$ cat src/rtl/dpwm_pkg.sv
// Shared constants and FSM encoding for the DPWM duty controller.
package dpwm_pkg;

  localparam int unsigned STEP_DEF     = 50;
  localparam int unsigned TOP_DEF      = 1000;
  localparam int unsigned DUTY_RST_DEF = 500;

  localparam int unsigned CNT_W   = 10;
  localparam int unsigned ARITH_W = 11;

  typedef enum logic [1:0] {
    StIdle  = 2'd0,
    StRun   = 2'd1,
    StDrain = 2'd2
  } dpwm_state_e;

endpackage

$ cat src/rtl/dpwm_step_counter.sv
// Period counter: adds STEP each enabled cycle and wraps from TOP back to 0.
module dpwm_step_counter
  import dpwm_pkg::*;
#(
  parameter int unsigned STEP = STEP_DEF,
  parameter int unsigned TOP  = TOP_DEF
) (
  input  logic             CLK,
  input  logic             reset,
  input  logic             clr,
  input  logic             en,
  output logic [CNT_W-1:0] cuenta,
  output logic             wrap
);

  logic [ARITH_W-1:0] sum;

  // The extra bit lets the overshoot past TOP be seen before truncation.
  assign sum  = {1'b0, cuenta} + ARITH_W'(STEP);
  assign wrap = en && (sum > ARITH_W'(TOP));

  always_ff @(posedge CLK) begin
    if (reset || clr) begin
      cuenta <= '0;
    end else if (en) begin
      cuenta <= wrap ? '0 : sum[CNT_W-1:0];
    end
  end

endmodule

$ cat src/rtl/dpwm_duty_ctrl.sv
// DPWM duty controller: button-driven duty setting, run/drain FSM and PWM compare.
module dpwm_duty_ctrl
  import dpwm_pkg::*;
#(
  parameter int unsigned STEP     = STEP_DEF,
  parameter int unsigned TOP      = TOP_DEF,
  parameter int unsigned DUTY_RST = DUTY_RST_DEF
) (
  input  logic             CLK,
  input  logic             reset,
  input  logic             en,
  input  logic             btn_up,
  input  logic             btn_dn,
  output logic [CNT_W-1:0] cuenta,
  output logic [CNT_W-1:0] duty,
  output logic             pwm_out,
  output logic             period_start,
  output logic             busy
);

  dpwm_state_e        state_q, state_d;
  logic [CNT_W-1:0]   duty_q, duty_d;
  logic [CNT_W-1:0]   duty_act_q;
  logic               btn_up_q, btn_dn_q;
  logic               up_rise, dn_rise;
  logic [ARITH_W-1:0] duty_sum, duty_dif;
  logic               wrap;

  dpwm_step_counter #(
    .STEP (STEP),
    .TOP  (TOP)
  ) u_counter (
    .CLK    (CLK),
    .reset  (reset),
    .clr    (state_q == StIdle),
    .en     (state_q != StIdle),
    .cuenta (cuenta),
    .wrap   (wrap)
  );

  assign up_rise = btn_up & ~btn_up_q;
  assign dn_rise = btn_dn & ~btn_dn_q;

  always_comb begin
    duty_sum = {1'b0, duty_q} + ARITH_W'(STEP);
    duty_dif = {1'b0, duty_q} - ARITH_W'(STEP);
    duty_d   = duty_q;
    if (up_rise && !dn_rise) begin
      duty_d = (duty_sum > ARITH_W'(TOP)) ? CNT_W'(TOP) : duty_sum[CNT_W-1:0];
    end else if (dn_rise && !up_rise) begin
      // Borrow out of the top bit means the subtraction went below zero.
      duty_d = duty_dif[ARITH_W-1] ? '0 : duty_dif[CNT_W-1:0];
    end
  end

  always_comb begin
    state_d = state_q;
    unique case (state_q)
      StIdle:  if (en) state_d = StRun;
      // Dropping en on the last count of a period ends it right there.
      StRun:   if (!en) state_d = wrap ? StIdle : StDrain;
      StDrain: begin
        if (en) begin
          state_d = StRun;
        end else if (wrap) begin
          state_d = StIdle;
        end
      end
      default: state_d = StIdle;
    endcase
  end

  always_ff @(posedge CLK) begin
    if (reset) begin
      state_q      <= StIdle;
      busy         <= 1'b0;
      period_start <= 1'b0;
      duty_q       <= CNT_W'(DUTY_RST);
      duty_act_q   <= CNT_W'(DUTY_RST);
      btn_up_q     <= btn_up;
      btn_dn_q     <= btn_dn;
    end else begin
      state_q      <= state_d;
      busy         <= (state_d != StIdle);
      period_start <= wrap && (state_d != StIdle);
      duty_q       <= duty_d;
      btn_up_q     <= btn_up;
      btn_dn_q     <= btn_dn;
      if (wrap || (state_q == StIdle && state_d == StRun)) begin
        duty_act_q <= duty_q;
      end
    end
  end

  assign duty    = duty_q;
  assign pwm_out = busy && (cuenta < duty_act_q);

endmodule

$ cat config.mk
export PLATFORM = sky130hd
export DESIGN_NAME = dpwm_duty_ctrl
export DESIGN_NICKNAME = d
export VERILOG_FILES = /design/src/rtl/dpwm_pkg.sv /design/src/rtl/dpwm_step_counter.sv /design/src/rtl/dpwm_duty_ctrl.sv
export SDC_FILE = /design/constraint.sdc
export NUM_CORES = 1
export LEC_CHECK = 0
export CAP_MARGIN = 20
export CORE_MARGIN = 2
export CORE_UTILIZATION = 40
export DETAILED_ROUTE_END_ITERATION = 7
export GPL_TIMING_DRIVEN = 0
export SLEW_MARGIN = 0
export SYNTH_ARGS = -nofsm -noshare
export SYNTH_HDL_FRONTEND = slang
export SYNTH_HIERARCHICAL = 1
export SYNTH_SLANG_ARGS = --single-unit
$ cat constraint.sdc
create_clock -name CLK -period 3.6 [get_ports CLK]
set_input_delay 0.54 -clock CLK [delete_from_list [all_inputs] [get_ports CLK]]
set_output_delay 0.54 -clock CLK [all_outputs]
set_load 0.005 [all_outputs]
==> results.py <==
metrics = {
    "yosys": {
        "synth_area_mm2": 0.00235,
        "synth.top_cell.area_share_pct": 28.1,
        "synth_nets": 294,
        "synth_edf_count": 0,
        "ys_seq_elements": 33,
        "ys.flop_type": "dfxtp_1",
        "synth.most_common_cell": "dfxtp_1",
        "synth_cells": 276,
        "synth_top_cells_by_count": "dfxtp_1, nand2_1, inv_1",
        "seq_area_frac_synth_pct": 28.1,
        "synthArstFlopShare_pct": 0,
        "synth_cell_types": 61,
        "synth_top_cell_by_area": "dfxtp_1",
        "ys_warn_count": 6,
        "avgSynthCellArea_um2": 8.50,
        "synth_area_leaders": "dfxtp_1, ha_1, nand2_1",
    },
    "setup_path": {
        "required_ns": 3.77,
        "r2r-end": "duty_act_q[8]",
        "endpoint_kind": "flip-flop",
        "max_stage_delay_ns": 0.53,
        "cp.arrival_ns": 3.48,
        "cp_max_fo": 10,
        "regToRegSetupSlack_ns": 0.29,
        "crit_family": "compound AO/OA/AOI/OAI gates",
        "timing.rr.start": "u_counter/cuenta[2]",
        "critical_path_class": "reg -> reg",
        "cpMaxStageDelayCell": "dfxtp_1",
        "crit_chain": "ha_1 > a211o_2 > nor3_1 > a211o_1 > o211ai_4 > a21boi_4 > a21oi_1 > clkbuf_1 > nor2_1 > a211o_1",
        "crit_top_cell": "a211o_1",
        "r2r_cells": 10,
        "startpoint_type": "flip-flop",
        "critical_path_buf_inv_count": 1,
    },
    "cts": {
        "clk_latency_ns": 0.29,
        "cts_tree": "done",
        "numCtsBuffers": 5,
        "clkTransAtPathRegs_ns": 0.07,
        "clock-sinks": 33,
        "ctsResizeCount": 0,
        "cts_max_path_buffers": 2,
        "h-tree-depth": 2,
        "clockRootBuffer": "clkbuf_8",
        "post_cts_buffers": 0,
        "cts_hold_buf": 0,
    },
    "detailed_routing": {
        "wirelength_um": 5470,
        "drt_iter0_markers": 117,
        "detail_route.wl_per_cell_um": 14.4,
        "first_pass_iters": 4,
        "final_antenna_net_count": 0,
        "drc_errors": 0,
        "num_vias": 2098,
        "via_per_inst": 5.52,
    },
    "placed_design": {
        "dpl.hpwl_um": 3960,
        "portBuffers": 25,
        "place_congestion": 0.834,
        "placed_cell_area_mm2": 0.00269,
        "pre_cts_ws_ns": 0.303,
    },
    "floorplanning": {
        "num_rows": 27,
        "initial_core_util_pct": 42.1,
        "core_mm2": 0.00557,
        "floorplan.die_area_mm2": 0.00650,
        "ios": 28,
        "die_x_um": 80.6,
        "die_y_um": 80.6,
    },
    "timing": {
        "fmax_mhz": 302,
        "finalSetupViolCount": 0,
        "final-hold-violation-count": 0,
        "period_needed_ns": 3.31,
        "maxSlewViolCount": 0,
        "setup_ws_ns": 0.290,
        "fin_setup_tns_ns": 0,
        "fin_worst_skew_ns": 0.00933,
        "slew_headroom_pct": 52.4,
        "rsz0062_at_grt": "false",
        "tightestPinTransition_ns": 0.712,
        "post-route-period-util_pct": 92.0,
    },
    "final_layout": {
        "design_area_mm2": 0.00279,
        "syn_to_final_growth_pct": 18.9,
        "drive_gt1_share_pct": 12.7,
        "fin_nets": 326,
        "fill_cells": 567,
        "insertedDiodeCount": 0,
    },
    "min_path": {
        "hp-start": "duty_act_q[4]",
        "hp-class": "reg -> reg",
        "hold_depth": 1,
        "hold_end": "duty_act_q[4]",
    },
    "grt": {
        "grt-ovfl-total": 0,
        "grt_pass1_wl_um": 9120,
        "first_global_vias": 1859,
        "grt_max_degree": 12,
        "grt_usage_pct": 18.0,
        "antenna_found_initial": 0,
    },
    "power_and_ir_drop": {
        "irDropWorstVdd_mv": 0.244,
        "cellLeakagePower_uw": 0.00112,
        "power_density_mw_per_mm2": 375,
    },
    "status": {
        "status": "finished, final reports clean",
    },
    "run": {
        "drv_cap": 0,
    },
}
==> power breakdown <==
group          total [uW]  internal [uW]  switching (uW)
clock network         337            201             136
logic                 296            136             160
registers             415            390            24.6
==> cells by family after synthesis <==
logic type	count (synthesis)	share of synthesized area [%]
compound gates	75	27.5
other cells	2	0.320
buf+inv	41	8.74
fa+ha+maj	13	6.93
mux	4	1.71
xor+xnor	12	4.48
simple gates	96	22.2
flops	33	28.1
==> routing by layer <==
| metal | GRT usage (%) | vias to the layer above | part of all wire [%] | wire length (um) |
|---|---|---|---|---|
| met2 | 24.7 | 47 | 41 | 2270 |
| met1 | 28.0 | 981 | 54 | 2940 |
| met5 | 0 | - | 0 | 0 |
| met4 | 4.07 | 0 | 0.58 | 32 |
| met3 | 3.82 | 4 | 4.2 | 230 |
| li1 | - | 1066 | - | - |
==> cell usage in the layout (no fill, tap or decap), types with 2 or more instances in the layout <==
cell type	Yosys	final
o2bb2ai_1	2	2
inv_1	20	20
and2_1	4	4
nand2b_1	7	7
a21oi_1	11	11
nand4_1	3	3
a221oi_2	3	3
nand2_1	22	22
a21o_1	3	3
a211o_1	9	9
buf_6	3	3
o211ai_1	2	2
nor4_1	6	6
nor2b_1	6	6
mux2i_1	4	4
a221oi_1	3	3
clkdlybuf4s50_1	0	25
clkbuf_1	6	6
o22ai_1	2	2
o21ai_0	5	5
ha_1	13	13
buf_4	6	6
buf_2	5	5
xor2_1	8	8
a211oi_1	2	2
dfxtp_1	33	33
a31oi_1	6	6
nor2_1	17	17
xnor2_1	4	4
or3_1	3	3
nand3_1	7	7
clkbuf_8	0	5
o311ai_2	3	3
nand3b_1	2	2
o21a_1	5	5
o21ai_1	2	2
nor3b_1	4	4
nor3_1	9	9
conb_1	2	2
==> state kept, by name, indices dropped and copies added, names as in the netlist <==
name and flops:
period_start 1, busy 1, btn_dn_q 1, state_q 2, duty 9, btn_up_q 1
u_counter/cuenta 9, duty_act_q 9
==> final cells by class <==
class | instances | area (um2) | area share, %
inverters | 21 | 78.8 | 2.82
well taps | 72 | 90.1 | 3.23
clock inverters | 2 | 35.0 | 1.26
clock buffers | 5 | 68.8 | 2.47
multi-input cells | 202 | 1480 | 53.1
plain buffers | 20 | 126 | 4.53
repair buffers | 25 | 250 | 8.96
flip-flops and latches | 33 | 661 | 23.7
==> worst reg2reg max path, cell delays in order (launching register included) <==
cell and delay [ns]:
dfxtp_1 0.53, ha_1 0.31, a211o_2 0.25, nor3_1 0.07
a211o_1 0.34, o211ai_4 0.27, a21boi_4 0.14, a21oi_1 0.48
clkbuf_1 0.46, nor2_1 0.08, a211o_1 0.28
==> per-stage QoR <==
step,instances,utilization (%),power [uW],hold slack [ns]
after floorplan,276,-,630,0.435
after global placement,373,48.2,714,0.446
after detailed placement,373,48.2,716,0.452
after CTS,380,50.1,1060,0.471
after global routing,380,50.1,1110,0.489
final,380,50.1,1050,0.468
==> how the worst max path moves through the flow <==
stage | from | end | cells past startpoint
after global placement | u_counter/cuenta[2] | duty_act_q[8] | 10
after CTS | u_counter/cuenta[2] | duty_act_q[8] | 10
after detailed placement | u_counter/cuenta[2] | duty_act_q[8] | 10
after floorplan | u_counter/cuenta[2] | duty_act_q[8] | 10
after global routing | u_counter/cuenta[2] | duty_act_q[8] | 10
final | u_counter/cuenta[2] | duty_act_q[8] | 10
No activity file was read; power rests on OpenSTA's default activity.
